`src/rtl/alignement_marker_rx.sv`:
```
// alignement_marker_rx
// Receive-side alignment marker handling for a 4-lane 40GBASE-R datapath.
// Each physical lane independently searches for the periodic alignment
// marker, confirms it one period later, then tracks it. Once a lane is
// locked, the marker blocks are removed from its output stream.
//
// Optional build macro: AM_BIP_CHECK_EN adds a per-lane BIP accumulator
// and the bip_err_o output.
//
// Ports:
//   clk, reset     - single clock, synchronous active-high reset
//   block_v_i      - blocks on all lanes valid this cycle
//   head_i/data_i  - per-lane sync header / payload, lane n at [n*W +: W]
//   block_v_o      - per-lane output valid, low for removed markers
//   head_o/data_o  - registered copy of the last valid input
//   marker_v_o     - matched marker seen at the expected position
//   am_lock_o      - per-lane lock
//   lane_id_o      - logical lane id per physical lane (2 bits each)
//   all_lock_o     - all lanes locked
//   bip_err_o      - (AM_BIP_CHECK_EN only) BIP mismatch, aligned with marker_v_o
//
// Handshake: block_v_i qualifies every input lane in the same cycle; there
// is no backpressure. Outputs appear exactly one cycle later, and
// block_v_o[n]/marker_v_o[n] are single-cycle qualifiers for that lane.
module alignement_marker_rx #(
    parameter int LANE_N     = 4,
    parameter int HEAD_W     = 2,
    parameter int DATA_W     = 64,
    parameter int AM_PERIOD  = 16384,
    parameter int AM_BAD_MAX = 4
) (
    input  logic                       clk,
    input  logic                       reset,
    input  logic                       block_v_i,
    input  logic [LANE_N*HEAD_W-1:0]   head_i,
    input  logic [LANE_N*DATA_W-1:0]   data_i,
    output logic [LANE_N-1:0]          block_v_o,
    output logic [LANE_N*HEAD_W-1:0]   head_o,
    output logic [LANE_N*DATA_W-1:0]   data_o,
    output logic [LANE_N-1:0]          marker_v_o,
    output logic [LANE_N-1:0]          am_lock_o,
    output logic [LANE_N*2-1:0]        lane_id_o,
    output logic                       all_lock_o
`ifdef AM_BIP_CHECK_EN
    ,
    output logic [LANE_N-1:0]          bip_err_o
`endif
);

    localparam int CNT_W = $clog2(AM_PERIOD);
    localparam int BAD_W = $clog2(AM_BAD_MAX + 1);

    typedef enum logic [1:0] {
        ST_SEARCH = 2'd0,
        ST_CHECK2 = 2'd1,
        ST_LOCKED = 2'd2
    } state_e;

    // Marker bytes M0,M1,M2 for logical lanes 0..3.
    function automatic logic [23:0] am_pat(input int k);
        case (k)
            0:       am_pat = 24'h907647;
            1:       am_pat = 24'hF0C4E6;
            2:       am_pat = 24'hC5659B;
            default: am_pat = 24'hA2793D;
        endcase
    endfunction

    // One hit bit per logical lane id; BIP bytes 3 and 7 are not compared.
    function automatic logic [3:0] am_hit(input logic [HEAD_W-1:0] h,
                                          input logic [DATA_W-1:0] d);
        logic [3:0]  r;
        logic [23:0] m;
        r = '0;
        for (int k = 0; k < 4; k++) begin
            m = am_pat(k);
            r[k] = (h == HEAD_W'(2)) &&
                   (d[7:0]   == m[23:16]) && (d[15:8]  == m[15:8]) &&
                   (d[23:16] == m[7:0])   && (d[39:32] == ~m[23:16]) &&
                   (d[47:40] == ~m[15:8]) && (d[55:48] == ~m[7:0]);
        end
        return r;
    endfunction

`ifdef AM_BIP_CHECK_EN
    function automatic logic [7:0] bip_of(input logic [HEAD_W-1:0] h,
                                          input logic [DATA_W-1:0] d);
        logic [7:0] c;
        c = '0;
        for (int b = 0; b < DATA_W; b++) c[b % 8] = c[b % 8] ^ d[b];
        c[3] = c[3] ^ h[0];
        c[4] = c[4] ^ h[1];
        return c;
    endfunction
`endif

    logic [LANE_N*HEAD_W-1:0] head_q;
    logic [LANE_N*DATA_W-1:0] data_q;

    always_ff @(posedge clk) begin
        if (reset) begin
            head_q <= '0;
            data_q <= '0;
        end else if (block_v_i) begin
            head_q <= head_i;
            data_q <= data_i;
        end
    end

    assign head_o     = head_q;
    assign data_o     = data_q;
    assign all_lock_o = &am_lock_o;

    genvar n;
    generate
        for (n = 0; n < LANE_N; n++) begin : g_lane
            state_e              state_q, state_d;
            logic [1:0]          id_q, id_d;
            logic [CNT_W-1:0]    cnt_q, cnt_d;
            logic [BAD_W-1:0]    bad_q, bad_d;
            logic                blk_v_q, blk_v_d;
            logic                mrk_v_q, mrk_v_d;
            logic [HEAD_W-1:0]   lane_h;
            logic [DATA_W-1:0]   lane_d;
            logic [3:0]          hit;
            logic [1:0]          hit_id;
            logic                exp_pos;

            assign lane_h = head_i[n*HEAD_W +: HEAD_W];
            assign lane_d = data_i[n*DATA_W +: DATA_W];
            assign hit    = am_hit(lane_h, lane_d);

            // cnt_q holds the offset of the previous block from the anchor
            // marker, so the block arriving with cnt_q == AM_PERIOD-1 sits
            // exactly one period after it.
            assign exp_pos = (state_q != ST_SEARCH) &&
                             (cnt_q == CNT_W'(AM_PERIOD - 1));

            always_comb begin
                hit_id = 2'd0;
                for (int k = 3; k >= 0; k--) begin
                    if (hit[k]) hit_id = 2'(k);
                end
            end

            always_comb begin
                state_d = state_q;
                id_d    = id_q;
                cnt_d   = cnt_q;
                bad_d   = bad_q;
                blk_v_d = block_v_i;
                mrk_v_d = 1'b0;
                if (block_v_i) begin
                    case (state_q)
                        ST_SEARCH: begin
                            if (|hit) begin
                                id_d    = hit_id;
                                cnt_d   = '0;
                                state_d = ST_CHECK2;
                            end
                        end
                        ST_CHECK2: begin
                            if (exp_pos) begin
                                cnt_d = '0;
                                if (hit[id_q]) begin
                                    state_d = ST_LOCKED;
                                    bad_d   = '0;
                                    mrk_v_d = 1'b1;
                                end else begin
                                    state_d = ST_SEARCH;
                                end
                            end else begin
                                cnt_d = cnt_q + 1'b1;
                            end
                        end
                        ST_LOCKED: begin
                            if (exp_pos) begin
                                cnt_d   = '0;
                                // The expected slot is removed whether or not it matched.
                                blk_v_d = 1'b0;
                                if (hit[id_q]) begin
                                    bad_d   = '0;
                                    mrk_v_d = 1'b1;
                                end else begin
                                    bad_d = bad_q + 1'b1;
                                    if (bad_q == BAD_W'(AM_BAD_MAX - 1)) state_d = ST_SEARCH;
                                end
                            end else begin
                                cnt_d = cnt_q + 1'b1;
                            end
                        end
                        default: state_d = ST_SEARCH;
                    endcase
                end
            end

            always_ff @(posedge clk) begin
                if (reset) begin
                    state_q <= ST_SEARCH;
                    id_q    <= '0;
                    cnt_q   <= '0;
                    bad_q   <= '0;
                    blk_v_q <= 1'b0;
                    mrk_v_q <= 1'b0;
                end else begin
                    state_q <= state_d;
                    id_q    <= id_d;
                    cnt_q   <= cnt_d;
                    bad_q   <= bad_d;
                    blk_v_q <= blk_v_d;
                    mrk_v_q <= mrk_v_d;
                end
            end

            assign block_v_o[n]        = blk_v_q;
            assign marker_v_o[n]       = mrk_v_q;
            assign am_lock_o[n]        = (state_q == ST_LOCKED);
            assign lane_id_o[n*2 +: 2] = id_q;

`ifdef AM_BIP_CHECK_EN
            logic [7:0] acc_q, acc_d;
            logic [7:0] contrib;
            logic       err_q, err_d;

            assign contrib = bip_of(lane_h, lane_d);

            // The accumulator restarts on the marker that anchors a search
            // and on every confirmed marker, so each check covers exactly
            // the blocks since the previous marker.
            always_comb begin
                acc_d = acc_q;
                err_d = 1'b0;
                if (block_v_i) begin
                    if ((state_q == ST_SEARCH) && (|hit)) begin
                        acc_d = contrib;
                    end else if (mrk_v_d) begin
                        err_d = (acc_q != lane_d[31:24]) ||
                                (lane_d[63:56] != ~lane_d[31:24]);
                        acc_d = contrib;
                    end else begin
                        acc_d = acc_q ^ contrib;
                    end
                end
            end

            always_ff @(posedge clk) begin
                if (reset) begin
                    acc_q <= '0;
                    err_q <= 1'b0;
                end else begin
                    acc_q <= acc_d;
                    err_q <= err_d;
                end
            end

            assign bip_err_o[n] = err_q;
`endif
        end
    endgenerate

endmodule
```
`config.mk`:
```
export PLATFORM = sky130hd
export DESIGN_NAME = alignement_marker_rx
export DESIGN_NICKNAME = d
export VERILOG_FILES = /design/src/rtl/alignement_marker_rx.sv
export SDC_FILE = /design/constraint.sdc
export NUM_CORES = 1
export LEC_CHECK = 0
export CAP_MARGIN = 20
export CORE_AREA = 2 2 213 215
export DETAILED_ROUTE_END_ITERATION = 12
export DIE_AREA = 0 0 215 217
export DONT_BUFFER_PORTS = 1
export GPL_TIMING_DRIVEN = 0
export SETUP_SLACK_MARGIN = 0.3
export SLEW_MARGIN = 20
export SYNTH_ARGS = -nofsm -noshare
export SYNTH_HDL_FRONTEND = slang
export SYNTH_SLANG_ARGS = --single-unit
```
`constraint.sdc`:
```
create_clock -name clk -period 5.92 [get_ports clk]
set_input_delay 0.888 -clock clk [delete_from_list [all_inputs] [get_ports clk]]
set_output_delay 0.888 -clock clk [all_outputs]
set_load 0.005 [all_outputs]
```
==> impl_metrics.py <==
metrics = {
    "synth": {
        "netlist_top_cells_area": "dfxtp_1, mux2i_1, nor2_1",
        "yosysWarningCount": 0,
        "async_flop_share": 0,
        "netlist_area_mm2": 0.0160,
        "synth_compound_area_frac": 0.0698,
        "syn_nets": 2008,
        "synthFlopType": "dfxtp_1",
        "synth_top_area_frac": 0.447,
        "synth_cells": 1717,
        "synth_edf_count": 0,
        "avgSynthCellArea_um2": 9.29,
        "yosys.area.top_type": "dfxtp_1",
        "synth-simple-area-share": 0.252,
        "synth_top_family_by_area": "simple AND/OR/NAND/NOR gates",
        "yosysSeqAreaShare": 0.447,
        "synthAdderAreaFrac": 0.0188,
        "ys_ff_latch": 356,
        "synth.distinct_cells": 67,
        "synthMuxAreaShare": 0.173,
        "synth-xor-area-share": 0.00878,
    },
    "finish": {
        "drive_gt1_frac": 0.0571,
        "final_cells": 2387,
        "layout_commonest_cell": "dfxtp_1",
        "nets": 2051,
        "final_cell_mix": "dfxtp_1, nor2_1, mux2i_1",
        "synthToLayoutAreaGrowth_pct": 14.1,
    },
    "setup_path": {
        "r2r_cells": 8,
        "critPathCaptureType": "flop",
        "crit_type": "input port to flop",
        "cp-start-kind": "input port",
        "crit_required_ns": 6.35,
        "crit_arrival_ns": 4.11,
        "critPathMaxFanout": 10,
    },
    "routing": {
        "wire_per_inst_um": 22.6,
        "finalWirelength_um": 54000,
        "wl_met1_um": 22200,
        "firstDrtPassIters": 7,
        "dr_wl_met2_um": 26500,
        "top_layer": "met4",
        "wl_met3_um": 3940,
        "postRouteAntennaNets": 0,
        "via_count": 13295,
        "route.detailed.drc": 0,
        "viasPerCell": 5.57,
        "drt_iter0_markers": 719,
    },
    "place": {
        "dpl.cell_count": 2317,
        "io_buffers": 0,
        "dpl.hpwl_um": 41900,
        "gp_congestion": 0.901,
    },
    "clocking": {
        "h-tree-depth": 2,
        "clockBufferDepth": 3,
        "hold_buffers": 0,
        "clk_latency_ns": 0.55,
        "cts_sinks": 356,
        "post_cts_buffers": 0,
        "cts_tree": "yes",
        "numCtsBuffers": 41,
        "ctsRootBufferMaster": "clkbuf_16",
        "clk_pin_slew_ns": 0.06,
        "post_cts_resize_count": 0,
    },
    "timing": {
        "period_minus_slack_ns": 3.68,
        "finClkSkew_ns": 0.0217,
        "max_slew_margin": 0.291,
        "setup_viol": 0,
        "rsz0062_at_grt": "no",
        "hold_viol": 0,
        "tns_ns": 0,
        "period_share": 0.621,
        "fmax_mhz": 272,
        "slew_violations": 0,
        "hold_slack_ns": 0.467,
        "tightest_slew_ns": 1.06,
    },
    "global_route": {
        "grt_pass1_wl_um": 80200,
        "grtUsageTotal": 0.221,
        "grt_max_degree": 14,
        "grt_pass1_vias": 13216,
        "antenna_found_initial": 1,
        "grt_overflow": 0,
    },
    "power_and_ir_drop": {
        "p_leak_uw": 0.00720,
        "ir_drop_v": 0.000223,
        "powerDensity_mw_per_mm2": 316,
    },
    "floorplanning": {
        "fp.dieH_um": 217,
        "core_area_mm2": 0.0447,
        "io_pins": 552,
        "die_x_um": 215,
        "start_util": 0.357,
        "rows": 78,
        "dieArea_mm2": 0.0467,
    },
    "min_path": {
        "min_path_cells": 1,
        "hp-class": "flop to flop",
    },
    "run_status": {
        "status": "complete, no violations",
    },
    "flow_run": {
        "maxCapViolations": 0,
    },
}
where the power goes:
group / total [µW] / internal (µW) / switching, µW
Combinational: 340 / 149 / 191
Sequential: 2610 / 2510 / 98.3
Clock: 2820 / 1780 / 1030
final cells by class:
class | count | area (µm²)
Tap cell | 600 | 751
Clock inverter | 15 | 320
Fill cell | 4494 | 26500
Antenna cell | 1 | 2.50
Clock buffer | 54 | 1180
Inverter | 34 | 128
Sequential cell | 356 | 7130
Multi-Input combinational cell | 1237 | 8330
Buffer | 90 | 374
synth_stat cells, drive strengths merged (5+ instances only):
cell type and n:
nor3 19, or4b 6, nand3b 10, and3 23, o2bb2ai 5, and4b 6, nor2b 20, nand4 41
a211oi 6, inv 34, o211ai 7, o21ai 39, ha 24, nand2 69, nor3b 8, nor2 332
and4 7, or4 16, nor4b 11, or2 5, nand3 40, a31oi 9, or3 15, and2 9
clkbuf 67, buf 23, mux2i 274, o31ai 10, xor2 13, nand4b 14, nor4 31, nor4bb 50
a21oi 61, dfxtp 356, o21a 7
registers in the layout, indices dropped and copies added (netlist names):
| register | count |
|---|---|
| g_lane.blk_v_q | 4 |
| g_lane.cnt_q | 56 |
| g_lane.id_q | 8 |
| data_o | 256 |
| g_lane.state_q | 8 |
| head_o | 8 |
| g_lane.bad_q | 12 |
| g_lane.mrk_v_q | 4 |
worst paths after layout:
| path | start | to | slack [ns] |
|---|---|---|---|
| worst max-delay path | data_i[232] | g_lane[3].cnt_q[10] | 2.24 |
| worst min-delay path | g_lane[3].bad_q[2] | g_lane[3].bad_q[2] | 0.47 |
| worst max register to register | g_lane[3].cnt_q[6] | g_lane[3].state_q[1] | 2.98 |
| worst min register to register | g_lane[3].bad_q[2] | g_lane[3].bad_q[2] | 0.47 |
through the flow:
stage                     power (µW)  setup WS [ns]  instance area, µm²  utilization
after floorplan                 2880           2.53               16000            -
after global placement          2990           1.67               16700        0.374
after detailed placement        3000           1.71               16700        0.374
after CTS                       5850           2.32               18200        0.407
after global routing            5980           2.02               18200        0.407
final                           5760           2.24               18200        0.407
critical path, stage by stage:
cell and delay [ns]:
nor4b_1 0.53, nand4_1 0.24, nor4_1 0.75, nor2_1 0.16, a31oi_2 0.40, nor2_1 0.12, clkbuf_1 0.25, o21ai_0 0.37
buf_2 0.30, nor2_1 0.07
layer usage:
| metal | global-route usage | up-vias |
|---|---|---|
| li1 | - | 6250 |
| met1 | 0.267 | 6450 |
| met2 | 0.385 | 510 |
| met3 | 0.0605 | 85 |
| met4 | 0.0639 | 0 |
| met5 | 0 | - |
logic make-up (layout without fill, tap and decap cells):
group	after synthesis	in the layout
AOI/OAI and AO/OA	174	174
xor gates and xnor gates	16	16
adders and majority gates	24	24
buffers and inverters	124	193
DFF	356	356
muxes	275	275
other	0	1
and+or+nand+nor	748	748
Note: power is estimated with default switching activity, not from simulation.
